### src/rtl/multicycle_ctrl.sv
// multicycle_ctrl -- main control FSM for the multicycle RV32I core.
//
// Sequences the shared ALU, register file, instruction register and unified
// memory port over several cycles per instruction. Outputs are decoded from
// the current state (Moore), except pc_write (branch AND zero), illegal_op
// (decoded from op in DECODE) and the optional memory-ready gating.
//
// Optional feature: define MULTICYCLE_CTRL_MEM_READY_EN to add the mem_ready
// handshake. FETCH, MEMREAD and MEMWRITE then wait for mem_ready=1. Without
// the macro the port is absent and the block behaves as if mem_ready=1.
//
// Ports:
//   clk         in   system clock, rising edge
//   rst_n       in   asynchronous active-low reset; forces every output to 0
//   op[6:0]     in   opcode field from the instruction register
//   zero        in   ALU zero flag
//   mem_ready   in   memory handshake (only with MULTICYCLE_CTRL_MEM_READY_EN)
//   alu_op      out  00 add, 01 sub, 10 funct decode, 11 pass immediate
//   alu_src_a   out  00 PC, 01 OldPC, 10 RD1
//   alu_src_b   out  00 RD2, 01 ImmExt, 10 constant 4
//   result_src  out  00 ALUOut, 01 Data, 10 ALUResult
//   adr_src     out  0 PC, 1 Result
//   ir_write    out  instruction register load enable
//   reg_write   out  register file write enable
//   mem_write   out  memory write enable
//   pc_write    out  PC load enable = pc_update | (branch & zero)
//   illegal_op  out  one-cycle pulse on an unsupported opcode
//   instr_done  out  one-cycle pulse in the last cycle of each instruction
//   state_o     out  current state, for debug
module multicycle_ctrl #(
    parameter int STATE_W = 4
) (
    input  logic               clk,
    input  logic               rst_n,
    input  logic [6:0]         op,
    input  logic               zero,
`ifdef MULTICYCLE_CTRL_MEM_READY_EN
    input  logic               mem_ready,
`endif
    output logic [1:0]         alu_op,
    output logic [1:0]         alu_src_a,
    output logic [1:0]         alu_src_b,
    output logic [1:0]         result_src,
    output logic               adr_src,
    output logic               ir_write,
    output logic               reg_write,
    output logic               mem_write,
    output logic               pc_write,
    output logic               illegal_op,
    output logic               instr_done,
    output logic [STATE_W-1:0] state_o
);

    typedef enum logic [STATE_W-1:0] {
        FETCH    = STATE_W'(0),
        DECODE   = STATE_W'(1),
        MEMADR   = STATE_W'(2),
        MEMREAD  = STATE_W'(3),
        MEMWB    = STATE_W'(4),
        MEMWRITE = STATE_W'(5),
        EXECR    = STATE_W'(6),
        EXECI    = STATE_W'(7),
        ALUWB    = STATE_W'(8),
        BEQ      = STATE_W'(9),
        JAL      = STATE_W'(10),
        LUI      = STATE_W'(11)
    } state_t;

    localparam logic [6:0] OP_LW    = 7'b0000011;
    localparam logic [6:0] OP_SW    = 7'b0100011;
    localparam logic [6:0] OP_RTYPE = 7'b0110011;
    localparam logic [6:0] OP_ITYPE = 7'b0010011;
    localparam logic [6:0] OP_BEQ   = 7'b1100011;
    localparam logic [6:0] OP_JAL   = 7'b1101111;
    localparam logic [6:0] OP_LUI   = 7'b0110111;

    state_t state_q;
    state_t state_d;
    logic   mem_rdy;
    logic   pc_update;
    logic   branch;

`ifdef MULTICYCLE_CTRL_MEM_READY_EN
    assign mem_rdy = mem_ready;
`else
    assign mem_rdy = 1'b1;
`endif

    always_ff @(posedge clk or negedge rst_n) begin
        if (!rst_n) begin
            state_q <= FETCH;
        end else begin
            state_q <= state_d;
        end
    end

    always_comb begin
        state_d    = state_q;
        alu_op     = 2'b00;
        alu_src_a  = 2'b00;
        alu_src_b  = 2'b00;
        result_src = 2'b00;
        adr_src    = 1'b0;
        ir_write   = 1'b0;
        reg_write  = 1'b0;
        mem_write  = 1'b0;
        illegal_op = 1'b0;
        instr_done = 1'b0;
        pc_update  = 1'b0;
        branch     = 1'b0;

        case (state_q)
            FETCH: begin
                alu_src_b  = 2'b10;
                result_src = 2'b10;
                // IR load and PC increment only in the cycle the fetch
                // completes, so a stalled fetch bumps the PC exactly once.
                ir_write   = mem_rdy;
                pc_update  = mem_rdy;
                if (mem_rdy) state_d = DECODE;
            end
            DECODE: begin
                // OldPC + ImmExt: branch target is ready by the BEQ cycle.
                alu_src_a = 2'b01;
                alu_src_b = 2'b01;
                case (op)
                    OP_LW, OP_SW: state_d = MEMADR;
                    OP_RTYPE:     state_d = EXECR;
                    OP_ITYPE:     state_d = EXECI;
                    OP_BEQ:       state_d = BEQ;
                    OP_JAL:       state_d = JAL;
                    OP_LUI:       state_d = LUI;
                    default: begin
                        illegal_op = 1'b1;
                        instr_done = 1'b1;
                        state_d    = FETCH;
                    end
                endcase
            end
            MEMADR: begin
                alu_src_a = 2'b10;
                alu_src_b = 2'b01;
                state_d   = (op == OP_LW) ? MEMREAD : MEMWRITE;
            end
            MEMREAD: begin
                adr_src = 1'b1;
                if (mem_rdy) state_d = MEMWB;
            end
            MEMWB: begin
                result_src = 2'b01;
                reg_write  = 1'b1;
                instr_done = 1'b1;
                state_d    = FETCH;
            end
            MEMWRITE: begin
                adr_src    = 1'b1;
                mem_write  = 1'b1;
                instr_done = mem_rdy;
                if (mem_rdy) state_d = FETCH;
            end
            EXECR: begin
                alu_src_a = 2'b10;
                alu_op    = 2'b10;
                state_d   = ALUWB;
            end
            EXECI: begin
                alu_src_a = 2'b10;
                alu_src_b = 2'b01;
                alu_op    = 2'b10;
                state_d   = ALUWB;
            end
            ALUWB: begin
                reg_write  = 1'b1;
                instr_done = 1'b1;
                state_d    = FETCH;
            end
            BEQ: begin
                alu_src_a  = 2'b10;
                alu_op     = 2'b01;
                branch     = 1'b1;
                instr_done = 1'b1;
                state_d    = FETCH;
            end
            JAL: begin
                alu_src_a = 2'b01;
                alu_src_b = 2'b10;
                pc_update = 1'b1;
                state_d   = ALUWB;
            end
            LUI: begin
                alu_src_b = 2'b01;
                alu_op    = 2'b11;
                state_d   = ALUWB;
            end
            default: begin
                // Unused encodings recover to FETCH with all controls idle.
                state_d = FETCH;
            end
        endcase

        pc_write = pc_update | (branch & zero);

        // The state register already reads FETCH during reset, but FETCH
        // decodes to active enables; mask everything so nothing writes
        // while rst_n is low.
        if (!rst_n) begin
            alu_op     = 2'b00;
            alu_src_a  = 2'b00;
            alu_src_b  = 2'b00;
            result_src = 2'b00;
            adr_src    = 1'b0;
            ir_write   = 1'b0;
            reg_write  = 1'b0;
            mem_write  = 1'b0;
            pc_write   = 1'b0;
            illegal_op = 1'b0;
            instr_done = 1'b0;
        end
    end

    assign state_o = state_q;

endmodule

### config.mk
export PLATFORM = sky130hd
export DESIGN_NAME = multicycle_ctrl
export DESIGN_NICKNAME = d
export VERILOG_FILES = /design/src/rtl/multicycle_ctrl.sv
export SDC_FILE = /design/constraint.sdc
export NUM_CORES = 1
export LEC_CHECK = 0
export ABC_AREA = 1
export CAP_MARGIN = 10
export CORE_MARGIN = 10
export CORE_UTILIZATION = 37
export DETAILED_ROUTE_END_ITERATION = 16
export GPL_ROUTABILITY_DRIVEN = 0
export PLACE_DENSITY = 0.89
export REMOVE_ABC_BUFFERS = 1
export SLEW_MARGIN = 20
export SYNTH_ARGS = -nofsm -noshare
export SYNTH_HDL_FRONTEND = slang
export SYNTH_SLANG_ARGS = --single-unit
### constraint.sdc
create_clock -name clk -period 1.35 [get_ports clk]
set_input_delay 0.27 -clock clk [delete_from_list [all_inputs] [get_ports clk]]
set_output_delay 0.27 -clock clk [all_outputs]
set_load 0.02 [all_outputs]
# Word-level counts from Yosys, hierarchy flattened
# Cells that the tools add are included.
dict set report word_totals {
  ff_bits 4
  input_bits 10
  output_inout_bits 19
  elab_cells 60
}
dict set report op_classes {
  n_eq_ne 18
  muxes 27
  bitwise_logic 2
  reduce_logical 12
}
# op n
set ops {}
lappend ops {{one-hot mux 4 bit (6 select lines)} 1}
lappend ops {{equality test 7 x 6 -> 1 bit (second input constant)} 3}
lappend ops {{one-hot mux 4 bit (5 select lines)} 1}
lappend ops {{equality test 4 x 3 -> 1 bit (second input constant)} 4}
lappend ops {{equality test 4 bit (second input constant)} 4}
lappend ops {{OR reduction 4 bit} 4}
lappend ops {{2-to-1 mux 1 bit} 15}
lappend ops {{equality test 7 bit (second input constant)} 2}
lappend ops {{one-hot mux 2 bit (2 select lines)} 3}
lappend ops {{OR reduction 2 bit} 6}
lappend ops {{equality test 4 x 2 -> 1 bit (second input constant)} 2}
lappend ops {{2-to-1 mux 2 bit} 4}
lappend ops {{equality test 7 x 2 -> 1 bit (second input constant)} 1}
lappend ops {{equality test 7 x 5 -> 1 bit (second input constant)} 1}
lappend ops {{OR reduction 7 bit} 1}
lappend ops {{one-hot mux 2 bit (3 select lines)} 1}
lappend ops {{equality test 4 x 1 -> 1 bit (second input constant)} 1}
lappend ops {{logical NOT 4 bit} 1}
lappend ops {{2-to-1 mux 3 bit} 1}
lappend ops {{one-hot mux 1 bit (2 select lines)} 1}
lappend ops {{AND 1 bit} 1}
lappend ops {{bitwise OR 1 bit} 1}

# Logic depth before layout (Yosys ltp)
dict set report depth {
  depth_word 5
  depth_mapped 7
  ltp_nobuf 7
}

# Worst setup path after synthesis
# No wires, ideal clock.
dict set report synth_timing {
  kind {register to output}
  from {reg state_q[0], in the netlist state_o[0]}
  to {out pc_write}
  t_arrival_ps 1585
  required_ps 1080
  slack_ps -505
  path_stages_with_launch 6
  path_buffers 1
  cell_sequence {dfrtp_1 > buf_6 > inv_2 > nor3_1 > nand3_1 > o21ai_1}
}
dict set report synth_via {
  elab_chain_len 5
  elab_cells_between_ends 9
  classes_between {eq/ne: 2; mux: 3; bitwise: 2; reduce/logical: 2}
}
# element line_no
set synth_lines {}
lappend synth_lines {{from (decl)} 77} ;# state_t state_q;
lappend synth_lines {{from (signal assigned)} 93} ;# state_q <= state_d;
lappend synth_lines {{equality test 4 bit or logical NOT 4 bit (tied branches)} 112} ;# case (state_q)
lappend synth_lines {{OR reduction 2 bit (no line) or 2-to-1 mux 1 bit (tied branches)} -}
lappend synth_lines {{2-to-1 mux 1 bit or AND 1 bit (tied branches)} {112, 201}}
lappend synth_lines {{bitwise OR 1 bit (*)} 201} ;# pc_write = pc_update | (branch & zero);
lappend synth_lines {{2-to-1 mux 1 bit (*)} 206} ;# if (!rst_n) begin
lappend synth_lines {{to (decl)} 48} ;# output logic pc_write,
# Mark *: on every way between the ends. The rest lies on a longest branch, timed or not.

# Worst setup path after layout
dict set report layout_timing {
  from {reg state_q[3], in the netlist state_o[3]}
  to {out instr_done}
}
dict set report layout_via {
  elab_chain_len 4
  elab_cells_between_ends 8
  classes_between {eq/ne: 5; mux: 2; reduce/logical: 1}
}
# element line_no
set layout_lines {}
lappend layout_lines {{equality test 4 x 3 -> 1 bit or equality test 4 bit (tied branches)} 112}
lappend layout_lines {{OR reduction 4 bit (no line)} -}
lappend layout_lines {{one-hot mux 1 bit (2 select lines) (*)} 112}
lappend layout_lines {{2-to-1 mux 1 bit (*)} 206}
lappend layout_lines {{to (decl)} 50} ;# output logic instr_done,
# Marks and branches as above.

==> run metrics <==
status=complete, but fails checks; failing checks=negative setup slack; Critical Path Stages=7; vias per inst=5.137; Post-Syn Instances=101; Final Slew Violations=0; Hold WC Path Type=in -> async; post-synthesis sequential element count=4; Area Overhead vs Synth=118.7%; Worst Path Max Fanout=5; count of different cell masters after synthesis=19; H-tree levels=1; period utilisation layout=126.7%; final worst slack=-0.3608 ns; Final nets=172; remaining global-route overflow=0; PortBufs=28; first-pass GRT wire length=3.960 mm; core area=0.001318 mm2; worst vdd ir=0.6569 mV; vias in the first global route=894; CTS tree=done; clk_lat worst skew=0.25 ns; max reg flops=4; GR Util All Layers=14.15%; max cap viols=0; Hold-fix buffers, CTS=0; Slew @ Worst Pin=0.2250 ns; dpl cells=167; Seq/Total Area, Yosys=19.18%; Crit. End Element=output port; Synth area leader=nand2_1; DIE WIDTH=57.55 um; Max-Slew Margin vs Limit=85.06%; top cells by area, synth=nand2_1 21%, dfrtp_1 19%, nor2_1 15%, nand3_1 11%, inv_1 10%; total power=0.001244 W; startpoint types=register; Pleak=0.6254 nW; Hold Fails Final Rpt=0; final WL=2.541 mm; largest net degree at the start of global routing=8; CP max stage delay=0.42 ns; CTS Buf Count=3; clk_skew=0.004946 ns; crit path DAT=1.44 ns; post-DR wirelength/cell=14.52 um; Initial DRT Pass Iterations=4; R2R Path End=state_o[2]; syn_area_per_cell=5.166 um2; non-filler instance count after layout=175; Synth Warn #=0; Die Height=57.55 um; worst-path cell chain=nor2_1 -> buf_4 -> nand2_2 -> nor2_2 -> nand4_1 -> nand2_1 -> buf_6; clock buffer depth=2; drt drc=0; reg-to-reg critical path startpoint=state_o[3]; Initial Utilization=39.60%; PD cells=1090 mW/mm2; initial drt markers=30; crit path kind=reg -> out; DRT antenna net count=0; worst path buffer plus inverter count=2; io pins=29; number of cell rows=13; Worst-path clk slew=0.04 ns; total number of vias=899; CP delay by family, top=simple AND/OR/NAND/NOR gates; count of final setup violators=17; data required time of the worst path=1.08 ns; Util after Layout=86.61%; max frequency=0.5845 GHz; Syn Std Cell Area=521.8 um2; Sinks on Clock Net=4; setup tns final=-4.375 ns; Placement Setup Slack=-0.8433 ns; layout cell share with drive strength beyond 1=48.75%; RSZ-0062 raised after global routing=yes; initial antenna violation count=0; final worst path period need=1.711 ns; die area=0.003312 mm2; FF-to-FF setup slack=0.12 ns; Detail Placement HPWL=1.752 mm; # fillers=79; Root Buffer=clkbuf_4; reg2reg path depth=7; antenna cells=0; Yosys top cell area share=20.86%; Crit-path slowest cell=dfrtp_1
## worst max path at each step
| stage | start | to |
|---|---|---|
| after floorplan | state_o[2] | ir_write |
| after global placement | rst_n | result_src[1] |
| after detailed placement | rst_n | ir_write |
| after CTS | state_o[3] | instr_done |
| after global routing | state_o[3] | pc_write |
| final | state_o[3] | instr_done |
## kinds of logic after synthesis
| kind of cell | Yosys count | synth area share (%) |
|---|---|---|
| buffers and inverters | 20 | 16.55 |
| AO/OA/AOI/OAI | 7 | 6.954 |
| flip-flops | 4 | 19.19 |
| AND/OR/NAND/NOR | 70 | 57.31 |
## stage by stage
step / hold WS [ns] / area, um2
after floorplan: -0.02559 / 499.2
after CTS: 0.1002 / 1045
after global placement: 0.5990 / 993.5
after global routing: 0.1197 / 1141
final: 0.1086 / 1141
after detailed placement: 0.5990 / 993.5
## report_power, final
part / leakage [nW] / switching, W / internal, W
Clock: 0.0138 / 0.0000621 / 0.000100
Combinational: 0.560 / 0.000501 / 0.000418
Sequential: 0.0518 / 0.0000224 / 0.000140
## placed cells by master, fill, tap and decap left out
| master | instances |
|---|---|
| inv_1 | 10 |
| dfrtp_2 | 1 |
| clkbuf_4 | 3 |
| a31oi_1 | 1 |
| a21oi_2 | 2 |
| nand2_4 | 2 |
| nor2_4 | 2 |
| buf_6 | 12 |
| inv_4 | 2 |
| nand4_1 | 3 |
| nor3_4 | 2 |
| clkinv_1 | 1 |
| nand2_1 | 23 |
| dlygate4sd2_1 | 6 |
| nand3_2 | 2 |
| a21oi_1 | 1 |
| nor3_1 | 1 |
| inv_2 | 4 |
| nand3_1 | 9 |
| clkdlybuf4s15_2 | 1 |
| clkdlybuf4s50_1 | 4 |
| o21ai_1 | 1 |
| nand2_2 | 5 |
| dfrtp_1 | 3 |
| nor2_2 | 3 |
| nor2_1 | 17 |
| buf_4 | 36 |
| o21ai_0 | 2 |
| nor3_2 | 1 |
## worst reg2reg max path: stages, from the launching register on
cell	delay [ns]
dfrtp_1	0.41
nor2_1	0.07
buf_4	0.16
nand2_1	0.11
buf_4	0.12
clkinv_1	0.06
o21ai_0	0.07
nand3_1	0.10
## final cells by class
| class | count | area, um2 | area share [%] |
|---|---|---|---|
| Tap cell | 15 | 18.77 | 1.645 |
| Multi-Input combinational cell | 77 | 420.4 | 36.84 |
| Sequential cell | 4 | 101.3 | 8.882 |
| Inverter | 17 | 68.82 | 6.031 |
| Clock buffer | 3 | 22.52 | 1.974 |
| Timing Repair Buffer | 59 | 509.2 | 44.63 |
## synthesized netlist by cell type
cell and instances:
nor3_2 1, nor3_1 3, dfrtp_1 4, clkinv_1 1, buf_6 1, o21ai_0 2, nand2_1 29, inv_1 14
inv_2 2, a31oi_1 1, nor2_2 1, nand2_2 1, nor2_1 21, nand4_1 3, nand3_1 11, clkbuf_1 1
a21oi_1 3, buf_4 1, o21ai_1 1
## metal layers
layer	track usage (%)	routed length, um	up-vias
met3	4.204	223	6
met5	0	0	-
li1	-	-	432
met4	6.711	37	0
met2	27.61	1379	46
met1	12.72	900	415
## what timing repair did
item | CTS | global route
cloned | 0 | 0
pin swaps | 8 | 9
setup buffers | 1 | 4
setup endpoints to repair | 19 | 18
resized for setup | 116 | 23
(Power assumes the default switching activity.)
